`src/rtl/forward_select_unit_pkg.sv`:
```
// Shared constants and helpers for the Execute-stage operand forwarding unit.
package forward_select_unit_pkg;

  localparam int unsigned XLEN_DEF   = 32;
  localparam int unsigned REG_AW_DEF = 5;
  // forwardSel value meaning "take the register-file operand"
  localparam int unsigned FWD_SEL_RF = 0;

  // Select width: one code for the register file plus one per tracked stage
  function automatic int unsigned selWidth(input int unsigned numStages);
    return $clog2(numStages + 1);
  endfunction

endpackage

```
`src/rtl/fwd_port_select.sv`:
```
// One ALU source port: youngest-stage priority match and operand mux.
module fwd_port_select
  import forward_select_unit_pkg::*;
#(
  parameter int unsigned XLEN       = XLEN_DEF,
  parameter int unsigned NUM_STAGES = 2,
  parameter int unsigned REG_AW     = REG_AW_DEF,
  parameter int unsigned SELW       = selWidth(NUM_STAGES)
) (
  input  logic [REG_AW-1:0]            srcAddr,
  input  logic [XLEN-1:0]              readData,
  input  logic [NUM_STAGES-1:0]        stageVld,
  input  logic [NUM_STAGES*REG_AW-1:0] stageRd,
  input  logic [NUM_STAGES*XLEN-1:0]   stageData,
  output logic [SELW-1:0]              sel_c,
  output logic [XLEN-1:0]              operand_c,
  output logic                         match0_c
);

  logic [NUM_STAGES-1:0] match;

  // Per-stage address match; x0 is hard-wired zero and never forwarded
  always_comb begin
    match = '0;
    for (int s = 0; s < int'(NUM_STAGES); s++) begin
      match[s] = stageVld[s] && (stageRd[s*REG_AW +: REG_AW] == srcAddr) && (srcAddr != '0);
    end
  end

  // Priority encode: scan oldest to youngest so the youngest match overwrites
  always_comb begin
    sel_c = SELW'(FWD_SEL_RF);
    for (int s = int'(NUM_STAGES) - 1; s >= 0; s--) begin
      if (match[s]) sel_c = SELW'(s + 1);
    end
  end

  // Operand mux driven by the select code
  always_comb begin
    operand_c = readData;
    for (int s = 0; s < int'(NUM_STAGES); s++) begin
      if (sel_c == SELW'(s + 1)) operand_c = stageData[s*XLEN +: XLEN];
    end
  end

  assign match0_c = match[0];

endmodule

```
`src/rtl/forward_select_unit.sv`:
```
// Operand forwarding and load-use hazard unit for the Execute stage.
module forward_select_unit
  import forward_select_unit_pkg::*;
#(
  parameter int unsigned XLEN       = XLEN_DEF,
  parameter int unsigned NUM_PORTS  = 2,
  parameter int unsigned NUM_STAGES = 2,
  parameter int unsigned REG_AW     = REG_AW_DEF,
  parameter int unsigned CNT_W      = 16
) (
  input  logic                                          clk,
  input  logic                                          rst_n,
  input  logic                                          advance,
  input  logic                                          flush,
  input  logic [REG_AW-1:0]                             issueRd,
  input  logic                                          issueRegWrite,
  input  logic                                          issueIsLoad,
  input  logic [NUM_PORTS*REG_AW-1:0]                   srcAddr,
  input  logic [NUM_PORTS*XLEN-1:0]                     readData,
  input  logic [NUM_STAGES*XLEN-1:0]                    stageData,
  output logic [NUM_PORTS*XLEN-1:0]                     operandOut,
  output logic [NUM_PORTS*selWidth(NUM_STAGES)-1:0]     forwardSel,
  output logic                                          loadUseStall,
  output logic [CNT_W-1:0]                              stallCount
);

  localparam int unsigned SELW = selWidth(NUM_STAGES);

  logic [NUM_STAGES-1:0]        vldQ;
  logic [NUM_STAGES*REG_AW-1:0] rdQ;
  // Only a load in the newest stage can stall, so older stages drop the flag
  logic                         ldQ;
  logic [NUM_PORTS-1:0]         portMatch0;

  // Per-port match and mux instances
  for (genvar p = 0; p < NUM_PORTS; p++) begin : gPort
    fwd_port_select #(
      .XLEN       (XLEN),
      .NUM_STAGES (NUM_STAGES),
      .REG_AW     (REG_AW),
      .SELW       (SELW)
    ) uSel (
      .srcAddr   (srcAddr[p*REG_AW +: REG_AW]),
      .readData  (readData[p*XLEN +: XLEN]),
      .stageVld  (vldQ),
      .stageRd   (rdQ),
      .stageData (stageData),
      .sel_c     (forwardSel[p*SELW +: SELW]),
      .operand_c (operandOut[p*XLEN +: XLEN]),
      .match0_c  (portMatch0[p])
    );
  end

  // Any port depending on a load still in stage 0 must wait one cycle
  assign loadUseStall = ldQ & (|portMatch0);

  // Destination tracking shift register; a stall shifts in a bubble
  always_ff @(posedge clk or negedge rst_n) begin
    if (!rst_n) begin
      vldQ <= '0;
      rdQ  <= '0;
      ldQ  <= 1'b0;
    end else if (flush) begin
      vldQ <= '0;
    end else if (advance) begin
      for (int s = 1; s < int'(NUM_STAGES); s++) begin
        vldQ[s]                  <= vldQ[s-1];
        rdQ[s*REG_AW +: REG_AW] <= rdQ[(s-1)*REG_AW +: REG_AW];
      end
      vldQ[0]          <= issueRegWrite & ~loadUseStall & (issueRd != '0);
      rdQ[REG_AW-1:0]  <= issueRd;
      ldQ              <= issueIsLoad;
    end
  end

  // Saturating count of stall cycles that actually held the pipe
  always_ff @(posedge clk or negedge rst_n) begin
    if (!rst_n) begin
      stallCount <= '0;
    end else if (loadUseStall && advance && !flush && (stallCount != {CNT_W{1'b1}})) begin
      stallCount <= stallCount + CNT_W'(1);
    end
  end

endmodule

```
`config.mk`:
```
export PLATFORM = sky130hd
export DESIGN_NAME = forward_select_unit
export DESIGN_NICKNAME = d
export VERILOG_FILES = /design/src/rtl/forward_select_unit_pkg.sv /design/src/rtl/fwd_port_select.sv /design/src/rtl/forward_select_unit.sv
export SDC_FILE = /design/constraint.sdc
export NUM_CORES = 1
export LEC_CHECK = 0
export ABC_AREA = 0
export BUFFER_PORTS_ARGS = -buffer_cell sky130_fd_sc_hd__buf_2
export CORE_MARGIN = 1
export CORE_UTILIZATION = 40
export DETAILED_ROUTE_END_ITERATION = 8
export GPL_ROUTABILITY_DRIVEN = 0
export GPL_TIMING_DRIVEN = 0
export MAX_ROUTING_LAYER = met4
export PLACE_DENSITY_LB_ADDON = 0.08
export SLEW_MARGIN = 20
export SYNTH_ARGS = -nofsm -noshare
export SYNTH_HDL_FRONTEND = slang
export SYNTH_SLANG_ARGS = --single-unit
export TNS_END_PERCENT = 30
```
`constraint.sdc`:
```
create_clock -name clk -period 2.75 [get_ports clk]
set_input_delay 0.275 -clock clk [delete_from_list [all_inputs] [get_ports clk]]
set_output_delay 0.275 -clock clk [all_outputs]
set_load 0.02 [all_outputs]
```
==> results of run 1 <==
## worst max-delay path: stages, from the launching register on
cell and delay (ns):
dfrtp_2 0.45, xnor2_2 0.15, nand4_1 0.15, nor4_4 0.07, buf_4 0.16, or4_4 0.53
buf_12 0.17, buf_12 0.15, mux2_4 0.29, buf_2 0.16
## cells by family after synthesis
logic type / share of synthesized area, %
compound gates: 3.80
xor+xnor: 8.95
fa+ha+maj: 0.365
buf+inv: 4.67
flops: 21.2
mux: 49.0
simple gates: 12.0
## metrics by stage
stage                     worst slack (ns)  hold slack [ns]  utilization [%]  total power, W
after global routing                -0.168           0.0541             67.1         0.00155
after global placement              -0.329            0.336             57.2        0.000998
after detailed placement            -0.455            0.337             57.2         0.00101
after CTS                          -0.0697           0.0355             63.8         0.00145
after floorplan                      0.327          -0.0206                -        0.000795
final                              -0.0790          0.00732             67.1         0.00147
## synth_stat cells (3+ instances only)
master,instances
o211ai_1,4
mux2_1,13
mux2_4,58
mux2_2,58
o2111ai_1,5
nand2_1,36
or4_1,6
nor2_1,5
nand4_1,9
and3_1,3
xnor2_1,33
clkbuf_1,12
dfrtp_1,29
buf_6,6
nor4_1,9
nand3_1,5
o21ai_1,7
inv_2,3
## layout make-up
class,instances,area [sq um],share of cell area [%]
diodes,1,2.50,0.0452
plain buffers,24,279,5.04
clock buffers,7,96.3,1.74
clock inverters,1,5.00,0.0903
inverters,4,15.0,0.271
multi-input cells,266,2700,48.7
flip-flops and latches,29,729,13.2
well taps,105,131,2.37
repair buffers,249,1580,28.6
## routing by layer
metal	global-route usage, %	routed length, um	up-vias
li1	-	-	1702
met1	28.2	4660	1658
met2	46.7	6220	132
met3	4.51	703	19
met4	6.82	242	0
met5	-	0	-
## power by group through the flow
stage | logic, W | clock network [W] | registers (W)
after global routing | 0.000641 | 0.000410 | 0.000498
after detailed placement | 0.000515 | 0 | 0.000498
after global placement | 0.000501 | 0 | 0.000496
after CTS | 0.000565 | 0.000392 | 0.000489
final | 0.000595 | 0.000385 | 0.000492
after floorplan | 0.000302 | 0 | 0.000493
## state kept, by name, indices dropped and copies added, names as in the netlist
register    count
rdQ            10
vldQ            2
ldQ             1
stallCount     16
## worst paths after layout
kind	cells past startpoint	end	from	slack, ns
setup / recovery	9	operandOut[8]	rdQ[0]$_DFFE_PN0P_	-0.08
hold / removal	1	rdQ[4]$_DFFE_PN0P_	rst_n	0.007
setup reg to reg	6	stallCount[1]$_DFFE_PN0P_	stallCount[0]$_DFFE_PN0P_	0.34
hold reg to reg	1	stallCount[15]$_DFFE_PN0P_	stallCount[15]$_DFFE_PN0P_	0.51
max in group asynchronous	1	rdQ[0]$_DFFE_PN0P_	rst_n	2.30
min in group clk	3	rdQ[3]$_DFFE_PN0P_	issueRd[3]	0.19
## what timing repair did
action,4_1_cts,5_1_grt
pin swaps,0,8
hold endpoints to repair,0,0
gates resized for setup,96,64
buffers inserted,8,4
setup endpoints to repair,78,67
cloned,2,2
hold buffers,0,0
==> flow_metrics.tcl, run 1 <==
set metrics [dict create \
    antenna_found_initial 0 \
    fin_area_sq_mm 0.00554 \
    place_area_sq_mm 0.00472 \
    clockRootBuffer "clkbuf_8" \
    async_reset_ff_share_pct 100 \
    core-area_sq_mm 0.00826 \
    dr_total_vias 3511 \
    hold_viol 0 \
    die_w_um 94.6 \
    port_buffers 233 \
    path_max_fanout 10 \
    timing.setup.tns_ns -1.71 \
    dieHeight_um 94.6 \
    grt_usage_pct 25.5 \
    synth_area_sq_mm 0.00343 \
    floorplan.initialDensity_pct 41.5 \
    synth_cells 323 \
    p_leak_nw 2.90 \
    dp_hpwl_mm 9.08 \
    drcViolationCount 0 \
    synth_top_area_cell "mux2_4" \
    worst_pin_slew_ns 0.691 \
    p_per_area_mw_per_mm2 266 \
    worstSetupPathType "flip-flop to output pin" \
    row_count 33 \
    slew_headroom_pct 53.6 \
    period_share_pct 103 \
    pwr-share-clk_pct 26.2 \
    cts.clk_slew.worst_paths_ns 0.06 \
    fin_skew_ns 0.00420 \
    clk_latency_ns 0.28 \
    synth-edff-count 0 \
    cts_max_level 2 \
    setup_viol 32 \
    setup.worst_path.start_class "flip-flop" \
    drtIter0Drc 88 \
    drive_gt1_share_pct 71.4 \
    synth.avg_cell_area_sq_um 10.6 \
    drtAntennaViolNets 0 \
    period_needed_ns 2.83 \
    yosys_warnings 0 \
    clk_path_buf_depth 2 \
    hold_path.class "input pin to async pin" \
    drtPass1Iterations 4 \
    ir_worst_vdd_uv 422 \
    layout_commonest_cell "buf_2" \
    boundaryPins 234 \
    cap_violations 0 \
    tritoncts "done" \
    synth-seq-cells 29 \
    synth_seq_area_share_pct 21.2 \
    syn-num-nets 473 \
    mostFrequentLayoutCells "201 x buf_2, 79 x mux2_4, 40 x mux2_2" \
    fmax_mhz 353 \
    first_global_vias 3512 \
    clock_sinks 29 \
    violations "setup timing" \
    wl_per_cell_um 17.2 \
    fillers 685 \
    p_sw_share_pct 31.2 \
    routed_wl_mm 11.8 \
    viasPerCell 5.12 \
    fin_nets 729 \
    critPathArrivalTime_ns 2.55 \
    rsz0062_at_grt "yes" \
    finalMaxSlewViolations 0 \
    grt_pass1_wl_mm 17.3 \
    synth_area_leaders "mux2_4 25%, dfrtp_1 21%, mux2_2 19%" \
    grt_max_degree 30 \
    layout_setup_ws_ns -0.0790 \
    critPathCaptureType "output pin" \
    cts_buffers 5 \
    place_inst 661 \
    power_frac_seq_pct 33.4 \
    dieArea_sq_mm 0.00894 \
    synth_cell_type_count 34 \
    gr-total-overflow 0 \
    switchingPower_w 0.000459 \
    syn_to_final_growth_pct 61.7 \
    status "finished with violations" \
    fin_cells 686 \
    synth-main-ff-cell "dfrtp_1" \
    yosysTopAreaCellShare_pct 25.4 \
    critPathRequiredTime_ns 2.48 \
    internal_power_w 0.00101 \
    comb_power_share_pct 40.4 \
]
(Power assumes the default switching activity.)
==> run 2, diff against run 1 <==
- SETUP_SLACK_MARGIN: unset -> 0.1
==> run 2 against run 1 <==
The run still ends with setup timing left. First-iteration DRC count grew 16%. Final area is 0.86% higher. Via count is 0.20% higher. Setup slack is essentially flat. Combinational power about the same. Register-to-register slack improved by 0.15 ns. Critical path type unchanged. Largest power group unchanged. Highest routed layer unchanged.
==> flow_metrics.tcl, run 2 (same netlist as run 1, synthesis figures left out) <==
set metrics [dict create \
    fin_area_sq_mm 0.00559 \
    row_count 33 \
    multi_input_area_sq_mm 0.00269 \
    cts.clk_slew.worst_paths_ns 0.06 \
    hold_viol 0 \
    wl_met1_mm 4.62 \
    grt_usage_pct 25.5 \
    register_area_sq_um 729 \
    post-route-util_pct 67.7 \
    cap_violations 0 \
    critPathArrivalTime_ns 2.55 \
    clk_path_buf_depth 2 \
    clk_latency_ns 0.28 \
    setup.worst_path.start_class "flip-flop" \
    fillers 674 \
    drtAntennaViolNets 0 \
    finalMaxSlewViolations 0 \
    timing.setup.tns_ns -1.51 \
    path_max_fanout 7 \
    hold_buffers 0 \
    setup_viol 32 \
    worst_pin_slew_ns 0.625 \
    slew_headroom_pct 58.3 \
    highest_layer "met4" \
    hold_path.class "input pin to async pin" \
    syn_to_final_growth_pct 63.1 \
    layout_setup_ws_ns -0.0793 \
    tritoncts "done" \
    period_needed_ns 2.83 \
    floorplan.initialDensity_pct 41.5 \
    core-area_sq_mm 0.00826 \
    p_per_area_mw_per_mm2 263 \
    fin_nets 731 \
    wl_per_cell_um 17.2 \
    routed_wl_mm 11.8 \
    port_buffers 233 \
    dp_hpwl_mm 9.08 \
    wl_met3_um 709 \
    status "finished with violations" \
    boundaryPins 234 \
    antenna_found_initial 0 \
    period_share_pct 103 \
    viasPerCell 5.11 \
    cts_max_level 2 \
    clockRootBuffer "clkbuf_8" \
    route.met2.wl_mm 6.25 \
    critPathCaptureType "output pin" \
    p_leak_nw 2.92 \
    die_w_um 94.6 \
    dieHeight_um 94.6 \
    ir_worst_vdd_uv 423 \
    first_global_vias 3512 \
    fmax_mhz 353 \
    drtIter0Drc 102 \
    layout_commonest_cell "buf_2" \
    mostFrequentLayoutCells "200 x buf_2, 74 x mux2_4, 45 x mux2_2" \
    r2r_slack_ns 0.49 \
    worstSetupPathType "flip-flop to output pin" \
    largest_register_ffs 16 \
    grt_max_degree 30 \
    rsz0062_at_grt "yes" \
    drcViolationCount 0 \
    dieArea_sq_mm 0.00894 \
    top_regs "stallCount: 16 flops, rdQ: 10 flops, vldQ: 2 flops" \
    place_area_sq_mm 0.00472 \
    grt_pass1_wl_mm 17.3 \
    clock_sinks 29 \
    dr_total_vias 3518 \
    top_register "stallCount" \
    cts_buffers 5 \
    fin_skew_ns 0.00441 \
    critPathRequiredTime_ns 2.48 \
    gr-total-overflow 0 \
    drtPass1Iterations 6 \
    drive_gt1_share_pct 71.5 \
    violations "setup timing" \
]
[run 2: changes by cell type in the layout (fill, tap and decap cells not counted)]
| cell | previous run | this run |
|---|---|---|
| mux2_2 | 40 | 45 |
| buf_6 | 39 | 43 |
| clkbuf_4 | 1 | 0 |
| clkbuf_16 | 2 | 3 |
| mux2_4 | 79 | 74 |
| nor4_4 | 2 | 3 |
| buf_4 | 14 | 12 |
| buf_8 | 3 | 4 |
| buf_2 | 201 | 200 |
| nor4_2 | 1 | 0 |
[run 2: per-layer routing]
layer / track usage [%] / up-vias
met5: - / -
met4: 6.82 / 0
met3: 4.51 / 19
met2: 46.7 / 124
met1: 28.2 / 1669
li1: - / 1706
[run 2: report_power, final]
| group | switching, W | leakage [nW] | internal, W |
|---|---|---|---|
| clock network | 0.000159 | 0.0542 | 0.000226 |
| logic | 0.000262 | 2.48 | 0.000332 |
| registers | 0.0000369 | 0.385 | 0.000455 |
[run 2: path summary, 6_finish.rpt]
kind,depth (start not counted),end,startpoint
max,9,operandOut[6],rdQ[0]$_DFFE_PN0P_
min,1,rdQ[4]$_DFFE_PN0P_,rst_n
max reg2reg,10,stallCount[1]$_DFFE_PN0P_,rdQ[0]$_DFFE_PN0P_
min reg2reg,1,stallCount[15]$_DFFE_PN0P_,stallCount[15]$_DFFE_PN0P_
max in group asynchronous,1,rdQ[0]$_DFFE_PN0P_,rst_n
min in group clk,3,rdQ[3]$_DFFE_PN0P_,issueRd[3]
[run 2: through the flow]
| step | hold slack, ns | setup slack (ns) | power, W | instances |
|---|---|---|---|---|
| detailed placement | 0.337 | -0.455 | 0.00101 | 661 |
| global placement | 0.336 | -0.329 | 0.000998 | 661 |
| CTS | 0.0355 | -0.0697 | 0.00145 | 679 |
| floorplan | -0.0206 | 0.327 | 0.000795 | 323 |
| finish | 0.00839 | -0.0793 | 0.00147 | 688 |
| global route | 0.0541 | -0.168 | 0.00155 | 687 |
[run 2: worst max-delay path, cell delays in order (launching register included)]
cell,delay (ns)
dfrtp_2,0.45
xnor2_2,0.15
nand4_1,0.15
nor4_4,0.06
buf_4,0.15
or4_4,0.53
buf_12,0.17
clkbuf_16,0.16
mux2_4,0.29
buf_2,0.16
[run 2: timing repair]
item / in CTS / in global routing
resized for setup: 99 / 62
cloned: 2 / 3
pin swaps: 0 / 8
buffers inserted: 8 / 6
setup endpoints to repair: 79 / 68
[run 2: cell type report]
class	instances	share of cell area, %
diodes	1	0.0448
plain buffers	23	4.93
clock buffers	7	1.72
clock inverters	1	0.0895
inverters	4	0.269
multi-input cells	266	48.1
flip-flops and latches	29	13.1
well taps	105	2.35
repair buffers	252	29.4
